**src/rtl/led_blink_1hz.sv**
```systemverilog
// Free-running LED blinker: led inverts once every CLK_FREQ rising clock edges.
// Synchronous active-high reset clears both the cycle counter and the LED.
module led_blink_1hz #(
    parameter int CLK_FREQ = 100_000_000
) (
    input  logic clk,
    input  logic reset,
    output logic led
);

    localparam int CntW = (CLK_FREQ > 1) ? $clog2(CLK_FREQ) : 1;
    localparam logic [CntW-1:0] MaxCnt = CntW'(CLK_FREQ - 1);

    if (CLK_FREQ < 1) begin : g_bad_clk_freq
        $error("led_blink_1hz: CLK_FREQ must be at least 1");
    end

    logic [CntW-1:0] r_cnt;
    logic            r_led;

    // Wrap and toggle share one edge, so the toggle period is exactly CLK_FREQ cycles.
    always_ff @(posedge clk) begin
        if (reset) begin
            r_cnt <= '0;
            r_led <= 1'b0;
        end else if (r_cnt == MaxCnt) begin
            r_cnt <= '0;
            r_led <= ~r_led;
        end else begin
            r_cnt <= r_cnt + 1'b1;
        end
    end

    assign led = r_led;

endmodule

```
**config.mk**
```make
export PLATFORM = sky130hd
export DESIGN_NAME = led_blink_1hz
export DESIGN_NICKNAME = d
export VERILOG_FILES = /design/src/rtl/led_blink_1hz.sv
export SDC_FILE = /design/constraint.sdc
export NUM_CORES = 1
export LEC_CHECK = 0
export CAP_MARGIN = 0
export CORE_MARGIN = 2
export CORE_UTILIZATION = 54
export CTS_CLUSTER_DIAMETER = 60
export DETAILED_ROUTE_END_ITERATION = 8
export PLACE_DENSITY = 0.81
export SLEW_MARGIN = 20
export SYNTH_ARGS = -nofsm -noshare
export SYNTH_HDL_FRONTEND = slang
export SYNTH_SLANG_ARGS = --single-unit
```
**constraint.sdc**
```tcl
create_clock -name clk -period 2 [get_ports clk]
set_input_delay 0.2 -clock clk [delete_from_list [all_inputs] [get_ports clk]]
set_output_delay 0.2 -clock clk [all_outputs]
set_load 0.01 [all_outputs]
```
### Word-level counts from Yosys, hierarchy flattened

Index checks and enable logic that the tools add are counted.

| storage, ports and cells | value |
|---|---|
| bits of input ports | 2 |
| output and inout bits | 1 |
| bits in registers | 28 |
| word-level logic and storage cells | 6 |

| cells by class | value |
|---|---|
| equal/unequal tests | 1 |
| add/subtract/negate cells | 1 |
| reduce and logical (&&, ||, !) cells | 1 |
| bitwise operators | 1 |

Operator list:

| cell | number |
|---|---|
| adder 27 x 1 -> 27 bit, second input constant | 1 |
| equality test 27 bit, second input constant | 1 |
| OR reduction 2 bit | 1 |
| inverter 1 bit | 1 |

### Longest topological paths before layout

Gate-level depths: netlist (run 1).

| depth | value |
|---|---|
| word-level depth | 2 |
| gate-level depth with buffers | 8 |
| mapped depth without buffers | 5 |

### Worst setup path before layout (run 1)

Ideal clock, no wire load.

| timing | value |
|---|---|
| kind | register -> register |
| from | reg r_cnt[19] |
| to | reg r_cnt[25] |
| required time | 1870 ps |
| path buffers | 1 |
| clock period less this slack | 2026 ps |
| stages on the path, launching flop included | 6 |
| library setup time | 130 ps |
| arrival | 1896 ps |
| setup slack | -26 ps |
| path through | dfxtp_1 -> or4_1 -> or4_4 -> o31ai_4 -> buf_6 -> a21oi_1 |

| between the ends | value |
|---|---|
| cells in the longest elaborated chain, start to end | 2 |
| elaborated cells on any way between the ends | 3 |
| those cells by class | 1 x add/sub; 1 x eq/ne; 1 x reduce/logical |

RTL lines:

| what | line | source |
|---|---|---|
| start: declaration | 18 | `logic [CntW-1:0] r_cnt;` |
| start signal: assignment | 30 | `r_cnt <= r_cnt + 1'b1;` |
| branches (longest 2 deep; another with adder 27 x 1 -> 27 bit) | - |  |

Parallel ways; which one is timed is not known.
A chain may end at the register's enable or synchronous reset.

### Worst setup path in the final report (run 1)

| timing | value |
|---|---|
| from | reg r_cnt[8] |
| to | reg r_led (netlist: led) |

| between the ends | value |
|---|---|
| cells in the longest elaborated chain, start to end | 1 |

RTL lines:

| what | line | source |
|---|---|---|
| equality test 27 bit | 26 | `end else if (r_cnt == MaxCnt) begin` |
| end signal: assignment | 28 | `r_led <= ~r_led;` |
| end: declaration | 19 | `logic r_led;` |

No other way between the ends.

==> metrics.cfg, run 1 <==
[global_routing]
first_global_vias = 1197
grt_overflow = 0
grt_max_degree = 15
grt_first_pass_wirelength_um = 5040
grt.total_usage_pct = 24.0
antenna_found_initial = 0

[critical_path]
cp-end-kind = flip-flop
path_cells = or4bb_1 > or4_4 > or4_4 > a21oi_2
path_class = reg -> reg
crit_path_top_delay_cell = or4_4
critPathArrivalTime_ns = 2.34
r2r-start = r_cnt[8]
crit_top_cell = or4_4
crit_end = led
crit_fanout = 3
cp-startpoint = r_cnt[8]
start_kind = flip-flop
r2r_cells = 4
crit_required_ns = 2.29
rrSetupSlack_ns = -0.05
r2r-end = led
max_stage_delay_ns = 0.56

[detailed_routing]
wirelength_um = 3190
first_iter_violations = 28
vias = 1282
drc = 0
drtPass1Iterations = 4
vias_per_cell = 6.16
wl_per_cell_um = 15.3
ant_nets = 0

[placement]
port_buffers = 2
hpwlAfterDp_um = 2300
dpl_worst_slack_ns = -0.0140
place_congestion = 0.819
placed_area_um2 = 1520
dp_cells = 202

[floorplan]
core_um2 = 2430
start_util_pct = 55.6
ios = 3
die_y_um = 54.0
die-area_um2 = 2920
die_w_um = 54.0
num_rows = 18

[synth]
syn_area_um2 = 1350
synth_nets = 161
synth_top_area_share_pct = 41.5
synth_largest_area_cell = dfxtp_1
synth_area_leaders = dfxtp_1 (41%), xor2_1 (6.5%), nor2_1 (5.0%)
syn_avg_cell_area_um2 = 8.55
yosysWarnings = 0
synthCells = 158
synth.most_common_cell = dfxtp_1
synth_commonest_cells = dfxtp_1 (28), nor2_1 (18), nand3_1 (13), a21oi_1 (12)
async_flop_share_pct = 0
synth_edf_count = 0
synth-main-ff-cell = dfxtp_1
synth-seq-cells = 28
ys_seq_area_share_pct = 41.5
synth_cell_types = 27

[cts]
clock_path_buffers = 2
cts_hold_buf = 0
cts_tree = done
path_clk_slew_ns = 0.14
clock_latency_ns = 0.33
cts_root_buf = clkbuf_4
numCtsBuffers = 3
htreeDepth = 1
cts.sinks = 28

[layout]
n_antenna_cell = 0
stdcell_area_um2 = 1590
synthToLayoutAreaGrowth_pct = 17.3
instances_no_fill = 208
finalNetCount = 183
drive_above_1_share_pct = 20.8
fillerInstances = 197

[power_and_ir_drop]
powerDensity_nw_per_um2 = 531
power_uw = 841
power_leakage_uw = 0.000533
max-vdd-ir-drop_uv = 376

[timing]
setup_violations = 26
min_period_ns = 2.05
finClkSkew_ns = 0.00379
rsz0062_at_grt = yes
worst_slack_ns = -0.0533
tns_ns = -1.03
timing.final.max_slew_violations = 0
hold_viol = 0
fmax_mhz = 487
tightest_slew_ns = 0.593
slew_headroom_pct = 60.1
period_share_pct = 103

[hold_path]
hold_class = in -> reg

[run_status]
violations = setup timing
status = complete, but fails checks

[run]
maxCapViolations = 0

[per-stage QoR]
| step | hold slack (ns) | utilization (%) |
|---|---|---|
| after CTS | 0.478 | 64.0 |
| final | 0.481 | 65.2 |
| after global routing | 0.480 | 65.2 |
| after floorplan | 0.269 | - |
| after detailed placement | 0.484 | 62.3 |
| after global placement | 0.462 | 62.3 |
[critical path, delay by kind of cell (launching register included)]
family / cells / cell delay [ns]
flip-flops: 1 / 0.37
AO/OA/AOI/OAI: 1 / 0.13
AND/OR/NAND/NOR: 3 / 1.50
[layer usage]
layer	track usage, %	part of all wire [%]	vias up	routed length [um]
li1	-	-	631	-
met1	27.1	41	619	1310
met2	43.5	54	21	1730
met3	3.61	2.1	11	66
met4	11.7	2.4	0	78
met5	0	0	-	0
[cell type report]
cell class                 instances  area (um2)  area share [%]
clock buffer                       3        22.5            1.42
multi-input combinational        120         749            47.3
inverter                           2        7.51           0.474
timing repair buffer              25         200            12.6
sequential                        28         568            35.8
tap                               30        37.5            2.37
[state kept, by name, indices dropped and copies added (netlist names)]
name   flops
r_cnt     27
led        1
[worst min-delay path by stage]
stage / from / to / slack, ns / cells past startpoint
global route: reset / led / 0.48 / 2
CTS: reset / r_cnt[6] / 0.48 / 2
finish: reset / led / 0.48 / 2
global placement: r_cnt[26] / r_cnt[26] / 0.46 / 2
detailed placement: r_cnt[26] / r_cnt[26] / 0.48 / 2
floorplan: reset / led / 0.27 / 1
[cells in the final DEF (no fill, tap or decap), types with 3 or more instances in the layout]
master	n
a21oi_1	11
buf_4	21
or4_1	7
or4_4	3
dfxtp_1	24
nand2_1	9
o21ai_0	5
nand4_1	10
and3_1	4
nand3_1	13
xnor2_1	3
or3_1	7
clkbuf_4	3
nor2_1	18
xor2_1	10
dfxtp_2	3
o31ai_1	7
[where the power goes]
part           internal (uW)  switching (uW)  total, uW
Clock                   71.1             163        234
Sequential               562            2.71        564
Combinational           20.1            22.5       42.6
[timing repair]
action                     CTS  global route
pin swaps                    1             2
cloned                       0             0
buffers inserted             1             2
resized for setup            3             6
setup endpoints to repair   22            27
[cells by family (layout without fill, tap and decap cells)]
kind of cell / count (synthesis) / after routing / synth area share (%)
compound gates: 26 / 26 / 12.4
xor+xnor: 13 / 13 / 8.43
fa+ha+maj: 1 / 1 / 0.926
buf+inv: 10 / 30 / 3.89
flops: 28 / 28 / 41.5
simple gates: 80 / 80 / 32.9
(Power assumes the default switching activity.)
==> inputs of run 2 (changes only) <==
REMOVE_ABC_BUFFERS = 1   (was unset)
==> run 2 against run 1 <==
Compared with the run above: the run still ends with setup timing left; critical endpoint unchanged; first-iteration DRC count rose by 43%; sequential power grew 0.7%; core utilization shrank 0.98 points; combinational power down 20%; count of clock-buffer cells in the layout did not move; register-to-register slack better by 0.04 ns; die area is the same; sequential cell count unchanged; critical path type unchanged; largest cell class unchanged.
==> metrics.cfg, run 2 (synthesized netlist as in run 1, its figures left out) <==
[detailed_routing]
vias_per_cell = 6.05  ; -1.9%
ant_nets = 0  ; unchanged
drc = 0  ; unchanged
wl_per_cell_um = 14.4  ; -5.7%
drtPass1Iterations = 4  ; unchanged
vias = 1234  ; -3.7%
first_iter_violations = 40  ; +43%
wirelength_um = 2950  ; -7.5%

[cts]
clock_latency_ns = 0.33  ; about the same
clock_path_buffers = 2  ; unchanged
numCtsBuffers = 3  ; unchanged
path_clk_slew_ns = 0.14  ; about the same
cts.sinks = 28  ; unchanged
cts_tree = done
cts_hold_buf = 0  ; unchanged
cts_root_buf = clkbuf_4
htreeDepth = 1  ; unchanged

[run]
maxCapViolations = 0  ; unchanged

[timing]
worst_slack_ns = -0.0132  ; +0.0401 ns
fmax_mhz = 497  ; +2.0%
tightest_slew_ns = 0.589  ; -0.00395 ns
timing.final.max_slew_violations = 0  ; unchanged
finClkSkew_ns = 0.00334  ; -0.000449 ns
period_share_pct = 101  ; -2.0 points
setup_violations = 1  ; -96%
slew_headroom_pct = 60.4  ; +0.27 points
hold_viol = 0  ; unchanged
min_period_ns = 2.01  ; -0.0401 ns
tns_ns = -0.0132  ; +1.01 ns
rsz0062_at_grt = yes
whs_ns = 0.495  ; +0.0141 ns

[placement]
hpwlAfterDp_um = 2150  ; -6.2%
placed_area_um2 = 1500  ; -0.74%
port_buffers = 2  ; unchanged
place_congestion = 0.794  ; -3.0%

[floorplan]
die_y_um = 54.0  ; unchanged
start_util_pct = 55.6  ; unchanged
ios = 3  ; unchanged
num_rows = 18  ; unchanged
die_w_um = 54.0  ; unchanged
die-area_um2 = 2920  ; unchanged
core_um2 = 2430  ; unchanged

[layout]
final_cell_mix = dfxtp_1 (25), nor2_1 (18), buf_4 (18), nand3_1 (12), a21oi_1 (11)
final_common_cell = dfxtp_1
largest_register_ffs = 27  ; unchanged
synthToLayoutAreaGrowth_pct = 15.6
drive_above_1_share_pct = 19.0  ; -1.8 points
top_register = r_cnt
seq_area_um2 = 564  ; -0.66%
finalNetCount = 179  ; -2.2%
fillerInstances = 212  ; +7.6%
fin_util_pct = 64.2  ; -0.98 points
n_antenna_cell = 0  ; unchanged
multi_input_area_um2 = 754  ; +0.67%
stdcell_area_um2 = 1560  ; -1.5%

[run_status]
violations = setup timing
status = complete, but fails checks

[power_and_ir_drop]
powerDensity_nw_per_um2 = 534  ; +0.59%
max-vdd-ir-drop_uv = 441  ; +17%
power_leakage_uw = 0.000522  ; -2.1%

[global_routing]
antenna_found_initial = 0  ; unchanged
first_global_vias = 1091  ; -8.9%
grt.total_usage_pct = 23.7  ; -0.32 points
grt_max_degree = 26  ; +11
grt_overflow = 0  ; unchanged
grt_first_pass_wirelength_um = 4980  ; -1.2%

[hold_path]
hold_class = reg -> reg
hold_depth = 2  ; unchanged

[critical_path]
r2r_cells = 5  ; +1
path_class = reg -> reg
crit_required_ns = 2.23  ; -0.06 ns
crit_fanout = 3  ; unchanged
critPathArrivalTime_ns = 2.24  ; -0.10 ns
start_kind = flip-flop
cp-end-kind = flip-flop

## run 2: cell types whose count changed in the layout (fill, tap and decap cells not counted), sizes merged
cell,before,now
buf,23,19
## run 2: where the power goes
group / internal (uW) / switching, uW / leakage [uW]
sequential: 563 / 5.38 / 0.000228
combinational: 14.7 / 19.2 / 0.000281
clock: 70.8 / 160 / 0.0000138
total: 648 / 185 / 0.000522
## run 2: area by class of cell
type,count,area share (%)
clock buffer,3,1.44
inverter,2,0.481
multi-input combinational,120,48.3
sequential,28,36.1
tap,30,2.40
timing repair buffer,21,11.2
## run 2: worst max-delay path: stages, from the launching register on
cell and delay [ns]:
dfxtp_2 0.35, or4bb_1 0.49, or4_4 0.55, buf_4 0.16
o31ai_1 0.27, a21oi_2 0.09
## run 2: path summary, 6_finish.rpt
kind	startpoint	end	slack [ns]
max	r_cnt[8]	led	-0.01
min	r_cnt[26]	r_cnt[26]	0.50
max reg2reg	r_cnt[8]	led	-0.01
min reg2reg	r_cnt[26]	r_cnt[26]	0.50
## run 2: repair_timing
action	in CTS	in global routing
pin swaps	2	0
setup buffers	2	0
endpoints found under the setup margin	24	26
gates cloned	0	0
gates resized for setup	6	1
## run 2: per-layer routing
layer	track usage (%)	vias to the layer above	part of all wire, %
met4	7.50	0	1.3
met2	41.1	25	49
met5	0	-	0
met3	3.33	5	2.9
li1	-	615	-
met1	30.1	589	46
## run 2: stage by stage
| step | worst slack (ns) | instances | power (uW) |
|---|---|---|---|
| final | -0.0132 | 204 | 833 |
| after global routing | -0.0613 | 204 | 868 |
| after CTS | -0.0146 | 204 | 841 |
| after detailed placement | -0.0356 | 199 | 615 |
| after global placement | 0.0481 | 199 | 612 |
| after floorplan | -0.199 | 150 | 597 |
